===== config.mk =====
export PLATFORM = sky130hd
export DESIGN_NAME = seq_pattern_tx_flat
export DESIGN_NICKNAME = d
export VERILOG_FILES = /design/src/rtl/seq_pkg.sv /design/src/rtl/seq_pattern_tx_if.sv /design/src/rtl/seq_10110_tracker.sv /design/src/rtl/seq_pattern_tx.sv /design/src/flat_wrapper.sv
export SDC_FILE = /design/constraint.sdc
export NUM_CORES = 1
export LEC_CHECK = 0
export ABC_AREA = 1
export ABC_CLOCK_PERIOD_IN_PS = 6700
export CAP_MARGIN = 10
export CORE_MARGIN = 8
export CORE_UTILIZATION = 59
export DETAILED_ROUTE_END_ITERATION = 7
export MAX_ROUTING_LAYER = met4
export PLACE_DENSITY_LB_ADDON = 0.15
export SLEW_MARGIN = 20
export SYNTH_ARGS = -nofsm -noshare
export SYNTH_HDL_FRONTEND = slang
export SYNTH_SLANG_ARGS = --single-unit

===== constraint.sdc =====
create_clock -name clk -period 6.7 [get_ports clk]
set_input_delay 1.005 -clock clk [delete_from_list [all_inputs] [get_ports clk]]
set_output_delay 1.005 -clock clk [all_outputs]
set_load 0.02 [all_outputs]

===== src/rtl/seq_pkg.sv =====
// Shared definitions for the 10110 pattern transmitter and its companion detector.
package seq_pkg;

    localparam int unsigned WIDTH   = 16;
    localparam int unsigned LEN_W   = 5;
    localparam int unsigned REP_W   = 4;
    localparam int unsigned CNT_W   = 8;
    localparam int unsigned IDX_W   = $clog2(WIDTH);
    localparam int unsigned SEQ_LEN = 5;

    localparam logic [SEQ_LEN-1:0] SEQ_PATTERN = 5'b10110;
    localparam logic [CNT_W-1:0]   CNT_MAX     = {CNT_W{1'b1}};

    typedef enum logic {
        IDLE,
        SHIFT
    } tx_state_e;

    typedef enum logic [2:0] {
        S0,
        S1,
        S10,
        S101,
        S1011,
        S10110
    } trk_state_e;

    // Zero and anything beyond the shift register mean "use the full width".
    function automatic logic [LEN_W-1:0] clamp_len(input logic [LEN_W-1:0] len);
        if (len == LEN_W'(0) || len > LEN_W'(WIDTH)) begin
            return LEN_W'(WIDTH);
        end
        return len;
    endfunction

endpackage


===== src/rtl/seq_pattern_tx_if.sv =====
// Load handshake and serial stream of the pattern transmitter.
interface seq_pattern_tx_if;
    import seq_pkg::*;

    logic              load_valid;
    logic              load_ready;
    logic [WIDTH-1:0]  pattern;
    logic [LEN_W-1:0]  length;
    logic [REP_W-1:0]  repeats;
    logic              data;
    logic              data_valid;
    logic              last;
    logic [CNT_W-1:0]  match_cnt;

    modport master (
        output load_valid, pattern, length, repeats,
        input  load_ready, data, data_valid, last, match_cnt
    );

    modport slave (
        input  load_valid, pattern, length, repeats,
        output load_ready, data, data_valid, last, match_cnt
    );

endinterface


===== src/rtl/seq_10110_tracker.sv =====
// Overlapping 10110 recognizer; hit flags the bit that completes a match.
module seq_10110_tracker
    import seq_pkg::*;
(
    input  logic clk,
    input  logic rst,
    input  logic clear,
    input  logic bit_valid,
    input  logic stream_bit,
    output logic hit
);

    trk_state_e state_q;
    trk_state_e state_d;

    always_ff @(posedge clk) begin
        if (rst || clear) begin
            state_q <= S0;
        end else begin
            state_q <= state_d;
        end
    end

    // Mismatch fallbacks keep the longest suffix that is still a prefix of 10110.
    always_comb begin
        state_d = state_q;
        if (bit_valid) begin
            case (state_q)
                S0:      state_d = (stream_bit == SEQ_PATTERN[SEQ_LEN-1]) ? S1     : S0;
                S1:      state_d = (stream_bit == SEQ_PATTERN[SEQ_LEN-2]) ? S10    : S1;
                S10:     state_d = (stream_bit == SEQ_PATTERN[SEQ_LEN-3]) ? S101   : S0;
                S101:    state_d = (stream_bit == SEQ_PATTERN[SEQ_LEN-4]) ? S1011  : S10;
                S1011:   state_d = (stream_bit == SEQ_PATTERN[SEQ_LEN-5]) ? S10110 : S1;
                S10110:  state_d = (stream_bit == SEQ_PATTERN[SEQ_LEN-3]) ? S101   : S0;
                default: state_d = S0;
            endcase
        end
    end

    // Decoded from the next state so the count updates on the edge that consumes the bit.
    assign hit = bit_valid && (state_d == S10110);

endmodule


===== src/rtl/seq_pattern_tx.sv =====
// Serial pattern transmitter: MSB-first shift with repeats and a golden 10110 match count.
module seq_pattern_tx
    import seq_pkg::*;
(
    input logic             clk,
    input logic             rst,
    seq_pattern_tx_if.slave bus
);

    tx_state_e          state_q, state_d;
    logic [LEN_W-1:0]   idx_q, idx_d;
    logic [LEN_W-1:0]   len_q, len_d;
    logic [REP_W-1:0]   rep_q, rep_d;
    logic [WIDTH-1:0]   pat_q, pat_d;
    logic               data_q, data_d;
    logic               dvalid_q, dvalid_d;
    logic               last_q, last_d;
    logic               ready_q, ready_d;
    logic [CNT_W-1:0]   cnt_q, cnt_d;

    logic               accept;
    logic               hit;
    logic [LEN_W-1:0]   len_in;
    logic [LEN_W-1:0]   first_idx;
    logic [LEN_W-1:0]   reload_idx;
    logic [LEN_W-1:0]   next_idx;

    seq_10110_tracker u_tracker (
        .clk        (clk),
        .rst        (rst),
        .clear      (accept),
        .bit_valid  (dvalid_q),
        .stream_bit (data_q),
        .hit        (hit)
    );

    always_ff @(posedge clk) begin
        if (rst) begin
            state_q  <= IDLE;
            idx_q    <= '0;
            len_q    <= '0;
            rep_q    <= '0;
            pat_q    <= '0;
            data_q   <= 1'b0;
            dvalid_q <= 1'b0;
            last_q   <= 1'b0;
            ready_q  <= 1'b1;
            cnt_q    <= '0;
        end else begin
            state_q  <= state_d;
            idx_q    <= idx_d;
            len_q    <= len_d;
            rep_q    <= rep_d;
            pat_q    <= pat_d;
            data_q   <= data_d;
            dvalid_q <= dvalid_d;
            last_q   <= last_d;
            ready_q  <= ready_d;
            cnt_q    <= cnt_d;
        end
    end

    // Next-state and next-output logic; outputs describe the bit shown after the edge.
    always_comb begin
        state_d    = state_q;
        idx_d      = idx_q;
        len_d      = len_q;
        rep_d      = rep_q;
        pat_d      = pat_q;
        data_d     = 1'b0;
        dvalid_d   = 1'b0;
        last_d     = 1'b0;
        ready_d    = ready_q;
        cnt_d      = cnt_q;
        accept     = 1'b0;
        len_in     = clamp_len(bus.length);
        first_idx  = len_in - LEN_W'(1);
        reload_idx = len_q - LEN_W'(1);
        next_idx   = idx_q - LEN_W'(1);

        if (hit && cnt_q != CNT_MAX) begin
            cnt_d = cnt_q + CNT_W'(1);
        end

        case (state_q)
            IDLE: begin
                ready_d = 1'b1;
                if (bus.load_valid && ready_q) begin
                    accept   = 1'b1;
                    state_d  = SHIFT;
                    pat_d    = bus.pattern;
                    len_d    = len_in;
                    rep_d    = bus.repeats;
                    idx_d    = first_idx;
                    data_d   = bus.pattern[first_idx[IDX_W-1:0]];
                    dvalid_d = 1'b1;
                    last_d   = (len_in == LEN_W'(1)) && (bus.repeats == REP_W'(0));
                    ready_d  = 1'b0;
                    cnt_d    = '0;
                end
            end
            SHIFT: begin
                dvalid_d = 1'b1;
                if (idx_q == LEN_W'(0)) begin
                    if (rep_q != REP_W'(0)) begin
                        // Wrap to the MSB with no gap so the stream stays contiguous.
                        rep_d  = rep_q - REP_W'(1);
                        idx_d  = reload_idx;
                        data_d = pat_q[reload_idx[IDX_W-1:0]];
                        last_d = (len_q == LEN_W'(1)) && (rep_q == REP_W'(1));
                    end else begin
                        state_d  = IDLE;
                        dvalid_d = 1'b0;
                        ready_d  = 1'b1;
                    end
                end else begin
                    idx_d  = next_idx;
                    data_d = pat_q[next_idx[IDX_W-1:0]];
                    last_d = (idx_q == LEN_W'(1)) && (rep_q == REP_W'(0));
                end
            end
            default: begin
                state_d = IDLE;
                ready_d = 1'b1;
            end
        endcase
    end

    assign bus.load_ready = ready_q;
    assign bus.data       = data_q;
    assign bus.data_valid = dvalid_q;
    assign bus.last       = last_q;
    assign bus.match_cnt  = cnt_q;

endmodule

===== src/flat_wrapper.sv =====
// flat-port wrapper written by rule: the top's interface ports become plain ports
module seq_pattern_tx_flat import seq_pkg::*;
  (clk, rst, bus_load_valid, bus_pattern, bus_length, bus_repeats, bus_load_ready, bus_data, bus_data_valid, bus_last, bus_match_cnt);
  seq_pattern_tx_if bus_i ();
  input logic clk;
  input logic rst;
  input wire logic [$bits(bus_i.load_valid)-1:0] bus_load_valid;
  input wire logic [$bits(bus_i.pattern)-1:0] bus_pattern;
  input wire logic [$bits(bus_i.length)-1:0] bus_length;
  input wire logic [$bits(bus_i.repeats)-1:0] bus_repeats;
  output wire logic [$bits(bus_i.load_ready)-1:0] bus_load_ready;
  output wire logic [$bits(bus_i.data)-1:0] bus_data;
  output wire logic [$bits(bus_i.data_valid)-1:0] bus_data_valid;
  output wire logic [$bits(bus_i.last)-1:0] bus_last;
  output wire logic [$bits(bus_i.match_cnt)-1:0] bus_match_cnt;
  assign bus_i.load_valid = bus_load_valid;
  assign bus_i.pattern = bus_pattern;
  assign bus_i.length = bus_length;
  assign bus_i.repeats = bus_repeats;
  assign bus_load_ready = bus_i.load_ready;
  assign bus_data = bus_i.data;
  assign bus_data_valid = bus_i.data_valid;
  assign bus_last = bus_i.last;
  assign bus_match_cnt = bus_i.match_cnt;
  seq_pattern_tx u_core (.clk(clk), .rst(rst), .bus(bus_i));
endmodule

Yosys cells after proc, flatten, opt, wreduce, memory -nomap -nowiden
Index checks and enable logic that the tools add are counted.
W data, S select, Z words.
{ "totals": {"regBits": 45, "out_inout_bits": 12, "elab_cells": 99} }
{ "op_classes": {"add_sub_neg": 5, "order_cmp": 4, "n_eq_ne": 16, "n_mux": 44, "bitwise": 1, "n_reduce_logical": 19} }
{ "op_table": {"columns": ["cell", "count"], "rows": [
  ["$mux W5", 5],
  ["$mux W8", 3],
  ["$mux W1", 18],
  ["$eq A5 B1 Y1 const B", 3],
  ["$lt A4 B5 Y1 const B", 3],
  ["$pmux W3 S5", 1],
  ["$sub A5 B1 Y5 const B", 3],
  ["$bmux W1 S4", 3],
  ["$mux W4", 3],
  ["$logic_not A5 Y1", 2],
  ["$pmux W5 S2", 1],
  ["$eq A3 B3 Y1 const B", 3],
  ["$mux W3", 3],
  ["$add A8 B1 Y8 const B", 1],
  ["$logic_not A4 Y1", 2],
  ["$ne A8 B8 Y1 const B", 1],
  ["$pmux W1 S2", 4],
  ["$pmux W4 S2", 1],
  ["$eq A3 B2 Y1 const B", 2],
  ["$logic_and A1 B1 Y1", 6],
  ["$ne A2 B2 Y1 const B", 3],
  ["$reduce_and A2 Y1", 3],
  ["$gt A5 B5 Y1 const B", 1],
  ["$eq A4 B1 Y1 const B", 1],
  ["11 further kinds", 13]
]} }

Depth between registers and ports, before layout
Gate-level depths: netlist of the first run.
{ "logic_depth": {"ltp_word": 10, "ltp_mapped": 12, "ltp_nobuf": 11} }

Cells and area by module
Synthesis of the first run repeated with hierarchy kept, for this count alone.
{ "hier_totals": {"hier_cells": 429, "area_unflattened_um2": 2806.4} }
{ "modules_own_cells": {"columns": ["mod", "instances", "cells_per_inst", "area_per_inst_um2", "seq_area_each_um2"], "rows": [
  ["seq_pattern_tx", 1, 396, 2613.8, 840.8],
  ["seq_10110_tracker", 1, 33, 192.7, 60.1]
]} }

Least setup slack after synthesis of the first run
No wires, ideal clock.
{ "synth_timing": {"path_type": "input -> register", "start": "in bus_length[1]", "end": "reg u_core.data_q, in the netlist u_core.bus.data", "setup_ns": 0.116, "arrival_time_ns": 2.733, "setup_slack_ns": 3.851, "cell_stages": 11, "cell_sequence": "or4_1 -> ha_1 -> inv_1 -> nand2_1 -> ha_1 -> inv_1 -> nand3_1 -> nand3_1 -> nand3_1 -> nand3_1 -> a21oi_1"} }
{ "synth_via": {"elab_chain_cells": 9, "word_cells_on_any_way": 10, "classes_between": "add/sub: 1; order compare: 1; mux: 6; reduce/logical: 2"} }
{ "synth_rtl": {"columns": ["element", "line", "source"], "rows": [
  ["start: declaration", "flat_wrapper.sv:9", "input wire logic [$bits(bus_i.length)-1:0] bus_length;"],
  ["$gt A5 B5 Y1 / $logic_not A5 Y1 (equally long branches)", "seq_pkg.sv:30", "if (len == LEN_W'(0) || len > LEN_W'(WIDTH)) begin"],
  ["$logic_or A1 B1 Y1", "seq_pkg.sv:30", null],
  ["$mux W1", "seq_pkg.sv:30", null],
  ["$mux W5 *", "seq_pkg.sv:33", "return len;"],
  ["$sub A5 B1 Y5 *", "seq_pattern_tx.sv:77", "first_idx = len_in - LEN_W'(1);"],
  ["$bmux W1 S4 *", "seq_pattern_tx.sv:95", "data_d = bus.pattern[first_idx[IDX_W-1:0]];"],
  ["$mux W1 (not written as such) *", "seq_pattern_tx.sv:95", null],
  ["$mux W1 *", "seq_pattern_tx.sv:88", "if (bus.load_valid && ready_q) begin"],
  ["$pmux W1 S2 *", "seq_pattern_tx.sv:85", "case (state_q)"],
  ["end signal: assignment", "seq_pattern_tx.sv:55", "data_q <= data_d;"],
  ["end: declaration", "seq_pattern_tx.sv:15", "logic data_q, data_d;"]
]} }
Mark *: on every way between the ends. The rest lies on a longest branch, timed or not. The select of a mux whose other input is x is not followed.
A chain may end at the register's enable or synchronous reset.

Final worst setup path of the first run
Same ends and word-level chain as after synthesis.

==> out/qor.yml, run 1 <==
clocking:
  htree_levels: 2
  cts_tree: "built"
  clkTransAtPathRegs_ns: 0.09
  post-cts-setup-buffers: 0
  clock_latency_ns: 0.30
  cts-hold-fix-buffers: 0
  clockBufferDepth: 2
  cts_made_buffers: 5
  cts_resized: 0
  cts.sinks: 45
  cts-root-buf: "clkbuf_8"
critical_path:
  startpoint: "bus_length[1]"
  crit_top_cell: "nand3_1"
  path_cells: "clkdlybuf4s50_1 > or4_1 > ha_1 > inv_1 > nand2_1 > ha_1 > inv_1 > nand3_1 > nand3_1 > nand3_1 > nand3_1 > a21oi_1"
  slowest_delay_ns: 0.53
  cp-end-kind: "register"
  crit_buf_inv: 3
  slowest_stage: "or4_1"
  arrival_ns: 3.44
  crit_path_start_kind: "input port"
  crit_fanout: 5
  reg2reg_from: "u_core.idx_q[0]"
  critPathRequiredTime_ns: 6.93
  criticalPathCategory: "input port to register"
  crit_family: "simple AND/OR/NAND/NOR gates"
placement:
  dp_slack_ns: 3.20
  dp_cells: 500
  dp_hpwl_um: 5500
  place.gp.congestion: 0.982
  io_buffers: 39
routing:
  dr_total_vias: 2837
  drt-total-wl_um: 7360
  drt_iter0_markers: 273
  viasPerCell: 5.58
  route.detailed.wl_per_inst_um: 14.5
  ant_nets: 0
  route.detailed.drc: 0
  dr.pass1.iters: 5
timing:
  max_freq_mhz: 312
  clock_skew_ns: 0.00863
  fin_tns_setup_ns: 0
  layout_setup_ws_ns: 3.49
  min_period_over_period_pct: 47.9
  tightestPinTransition_ns: 0.769
  max_slew_margin_pct: 48.7
  rsz0062_at_grt: "no"
  finalCriticalPeriod_ns: 3.21
  setup_viol: 0
  drv_slew: 0
  hold_violations: 0
floorplanning:
  initial_utilization_pct: 60.0
  die_h_um: 84.6
  rows: 25
  ios: 40
  core_area_um2: 4630
  die_w_um: 84.6
  die-area_um2: 7160
power:
  p_clk_share_pct: 14.0
  p_int_mw: 0.619
  swShare_pct: 47.3
  p_seq_share_pct: 34.7
  combPwrFrac_pct: 51.3
  p_switching_mw: 0.557
  ir_worst_vdd_uv: 238
  p_leak_nw: 1.35
  fin_total_pwr_mw: 1.18
  powerDensity_nw_per_um2: 364
yosys:
  ys.warnings.count: 0
  synthArstFlopShare_pct: 0
  syn_area_um2: 2780
  yosysMostFrequentCell: "nand2_1"
  synth_top_area_share_pct: 32.4
  syn_avg_cell_area_um2: 6.56
  ys_seq_elements: 45
  ys_seq_area_share_pct: 32.4
  synth_enable_flop_cells: 0
  synth_nets: 461
  synth_area_leaders: "dfxtp_1 32%, nand2_1 13%, nand3_1 9.0%"
  synth_commonest_cells: "98 x nand2_1, 50 x nand3_1, 49 x inv_1"
  synth_largest_area_cell: "dfxtp_1"
  synth_flop_cell: "dfxtp_1"
  synthCells: 423
  yosysUniqueCellTypes: 37
global_route:
  grt_first_pass_wirelength_um: 12700
  grt_usage_pct: 21.7
  antenna_found_initial: 0
  grt_pass1_vias: 2736
  grt_max_degree: 37
  overflow: 0
cells_and_area:
  antennaDiodeCount: 0
  area_delta_synth_final_pct: 16.2
  fillerInstances: 429
  layout.nets: 491
  drive_gt1_share_pct: 5.29
  stdcell_count: 508
run:
  maxCapViolations: 0
worst_hold_path:
  hp-start: "u_core.pat_q[1]"
  hp-class: "register to register"
status:
  outcome: "complete, no violations"
sequential cells by signal, indices dropped and copies added (netlist names):
signal,count
u_core.pat_q,16
u_core.idx_q,5
u_core.state_q,1
u_core.bus.load_ready,1
u_core.len_q,5
u_core.rep_q,4
u_core.bus.data,1
u_core.bus.match_cnt,8
u_core.u_tracker.state_q,3
u_core.bus.last,1
layout make-up:
class	count	area (um2)	share of cell area [%]
Multi-Input combinational cell	307	1580	48.9
Sequential cell	45	901	27.9
Timing Repair Buffer	39	390	12.1
Inverter	55	209	6.48
Clock buffer	6	72.6	2.25
Tap cell	54	67.6	2.09
Clock inverter	2	10.0	0.310
per-stage QoR:
stage	util, %	cell area, um2	hold WS (ns)
global placement	67.9	3140	0.456
global route	69.7	3230	0.494
CTS	69.7	3230	0.477
finish	69.7	3230	0.478
floorplan	-	2780	0.439
detailed placement	67.9	3140	0.464
layout by cell type, fill, tap and decap left out, drive strengths merged:
master / instances
nand2: 98
nand3: 53
inv: 53
dfxtp: 45
o21ai: 43
a21oi: 41
clkdlybuf4s50: 39
nor2: 31
ha: 10
xor2: 7
clkbuf: 6
a31oi: 5
clkinv: 4
nand4: 3
xnor2: 3
or2: 3
nor4: 2
nand3b: 2
or4: 1
nor3: 1
a22oi: 1
o211ai: 1
a211oi: 1
o32ai: 1
logic make-up after synthesis:
group | share of synthesized area, %
AND/OR/NAND/NOR | 31.2
AO/OA/AOI/OAI | 17.9
buffers and inverters | 10.8
flip-flops | 32.4
XOR/XNOR | 3.15
adder cells (fa/ha/maj) | 4.51
final timing paths:
| path | to | slack (ns) | depth (start not counted) |
|---|---|---|---|
| min reg2reg | u_core.pat_q[1] | 0.48 | 2 |
| min | u_core.pat_q[1] | 0.48 | 2 |
| max reg2reg | u_core.idx_q[2] | 4.06 | 9 |
| max | u_core.bus.data | 3.49 | 12 |
worst min-delay path, delay by kind of cell (launching register included):
family / cells / cell delay (ns)
buffers and inverters: 1 / 0.06
AO/OA/AOI/OAI: 1 / 0.06
flip-flops: 1 / 0.31
power by group through the flow:
stage               Sequential [mW]  Combinational [mW]  Clock, mW
global route                  0.417               0.688      0.179
detailed placement            0.412               0.591          0
global placement              0.407               0.583          0
finish                        0.408               0.603      0.164
CTS                           0.406               0.594      0.166
floorplan                     0.390               0.464          0
metal layers:
metal | track usage, % | up-vias | part of all wire, %
li1 | - | 1451 | -
met1 | 27.4 | 1265 | 45
met2 | 34.2 | 106 | 47
met3 | 4.29 | 15 | 6.4
met4 | 5.66 | 0 | 1.2
met5 | - | - | 0
Note: power is estimated with default switching activity, not from simulation.
==> run 2: changes to the inputs <==
--- a/config.mk
+++ b/config.mk
@@ -6,10 +6,10 @@
 export NUM_CORES = 1
 export LEC_CHECK = 0
 export ABC_AREA = 1
-export ABC_CLOCK_PERIOD_IN_PS = 6700
+export ABC_CLOCK_PERIOD_IN_PS = 3000
 export CAP_MARGIN = 10
 export CORE_MARGIN = 8
-export CORE_UTILIZATION = 59
+export CORE_UTILIZATION = 55
 export DETAILED_ROUTE_END_ITERATION = 7
 export MAX_ROUTING_LAYER = met4
 export PLACE_DENSITY_LB_ADDON = 0.15
==> constraint.sdc (replaced) <==
create_clock -name clk -period 3 [get_ports clk]
set_input_delay 0.45 -clock clk [delete_from_list [all_inputs] [get_ports clk]]
set_output_delay 0.45 -clock clk [all_outputs]
set_load 0.02 [all_outputs]
==> run 2 against run 1 <==
First-iteration DRC count decreased by 15%; register-to-register slack got worse by 3.1 ns; power increased by 130%; wire length increased by 0.39%; via count increased by 0.95%; clock skew about the same; sequential power increased by 110%; critical endpoint unchanged; largest cell class unchanged.
==> out/qor.yml, run 2 (same netlist as run 1, synthesis figures left out) <==
timing:
  tightestPinTransition_ns: 0.760
  rsz0062_at_grt: "no"
  min_period_over_period_pct: 88.7
  fin_tns_setup_ns: 0
  max_slew_margin_pct: 49.2
  drv_slew: 0
  setup_viol: 0
  finalCriticalPeriod_ns: 2.66
  max_freq_mhz: 376
  hold_violations: 0
  clock_skew_ns: 0.00818
global_route:
  antenna_found_initial: 0
  grt_first_pass_wirelength_um: 12400
  grt_usage_pct: 20.8
  grt_max_degree: 30
  overflow: 0
  grt_pass1_vias: 2695
clocking:
  cts.sinks: 45
  htree_levels: 2
  clkTransAtPathRegs_ns: 0.09
  cts-root-buf: "clkbuf_8"
  cts_made_buffers: 5
  post-cts-setup-buffers: 0
  cts_tree: "built"
  clockBufferDepth: 2
  cts_resized: 0
  cts-hold-fix-buffers: 0
  clock_latency_ns: 0.29
power:
  p_leak_nw: 1.39
  p_seq_share_pct: 32.0
  p_clk_share_pct: 13.9
  p_int_mw: 1.43
  combPwrFrac_pct: 54.1
  ir_worst_vdd_uv: 415
  p_switching_mw: 1.25
  powerDensity_nw_per_um2: 810
  swShare_pct: 46.7
floorplanning:
  rows: 26
  core_area_um2: 4980
  initial_utilization_pct: 55.8
  die_h_um: 87.1
  ios: 40
  die-area_um2: 7580
  die_w_um: 87.1
routing:
  viasPerCell: 5.39
  route.detailed.wl_per_inst_um: 13.9
  drt-total-wl_um: 7390
  drt-met1-wl_um: 3360
  drt_iter0_markers: 231
  dr.max_layer_used: "met4"
  met3_length_um: 466
  dr_total_vias: 2864
  ant_nets: 0
  dr.pass1.iters: 5
  route.detailed.drc: 0
  met2_length_um: 3490
placement:
  place.gp.congestion: 0.953
  io_buffers: 39
  dp_hpwl_um: 5610
  place_area_um2: 3220
  dp_cells: 523
critical_path:
  cp-end-kind: "register"
  crit_fanout: 5
  crit_path_start_kind: "input port"
  criticalPathCategory: "input port to register"
  critPathRequiredTime_ns: 3.23
  arrival_ns: 2.89
cells_and_area:
  stdcell_count: 531
  layout.area.seq_um2: 901
  layout.nets: 498
  regMostFlops: "u_core.pat_q"
  final_common_cell: "nand2_1"
  fillerInstances: 467
  design_area_um2: 3300
  final_cell_mix: "98 x nand2_1, 50 x nand3_1, 49 x inv_1"
  antennaDiodeCount: 0
  area_delta_synth_final_pct: 19.0
  largest_reg_flops: 16
  multi_input_area_um2: 1580
  drive_gt1_share_pct: 6.94
status:
  outcome: "complete, no violations"
worst_hold_path:
  hp-class: "register to register"
run:
  maxCapViolations: 0
[run 2: cell count changes in the layout (fill, tap and decap cells not counted)]
cell / delta
clkinvlp_4: +1
clkbuf_1: -1
buf_4: +7
[run 2: power groups by stage]
stage	combinational, mW	sequential [mW]	clock [mW]
3_3_place_gp	1.40	0.864	0
5_1_grt	1.62	0.874	0.407
3_5_place_dp	1.42	0.867	0
4_1_cts	1.43	0.854	0.383
6_report	1.45	0.856	0.372
2_1_floorplan	1.04	0.871	0
[run 2: worst paths after layout]
check / from / to / slack [ns] / cells after the start
min: u_core.pat_q[5] / u_core.pat_q[5] / 0.47 / 2
min reg2reg: u_core.pat_q[5] / u_core.pat_q[5] / 0.47 / 2
max reg2reg: u_core.idx_q[0] / u_core.idx_q[1] / 0.92 / 10
max: bus_length[1] / u_core.bus.data / 0.34 / 12
[run 2: worst max-delay path: stages]
cell and delay [ns]:
clkdlybuf4s50_1 0.41, or4_1 0.52, ha_1 0.28, inv_1 0.07, nand2_1 0.12, ha_1 0.40
inv_1 0.13, nand3_1 0.11, nand3_1 0.08, nand3_1 0.10, nand3_1 0.08, a21oi_1 0.15
[run 2: routing by layer]
layer  vias to the layer above  GRT usage [%]
li1                       1464              -
met1                      1284           25.9
met2                       109           34.6
met3                         7           2.74
met4                         0           5.16
met5                         -              -
[run 2: final cells by class]
class	instances	area share, %
clock buffers	5	2.08
multi-input cells	307	47.7
flip-flops and latches	45	27.3
repair buffers	46	13.4
inverters	55	6.33
well taps	70	2.65
clock inverters	3	0.530
[run 2: metrics by stage]
stage               power, mW  hold slack [ns]  setup WS, ns  util (%)
CTS                      2.66            0.478         0.370      66.4
global route             2.90            0.497         0.137      66.4
floorplan                1.91            0.439         0.706         -
global placement         2.26            0.457         0.175      64.6
finish                   2.68            0.475         0.338      66.4
detailed placement       2.29            0.465        0.0638      64.6
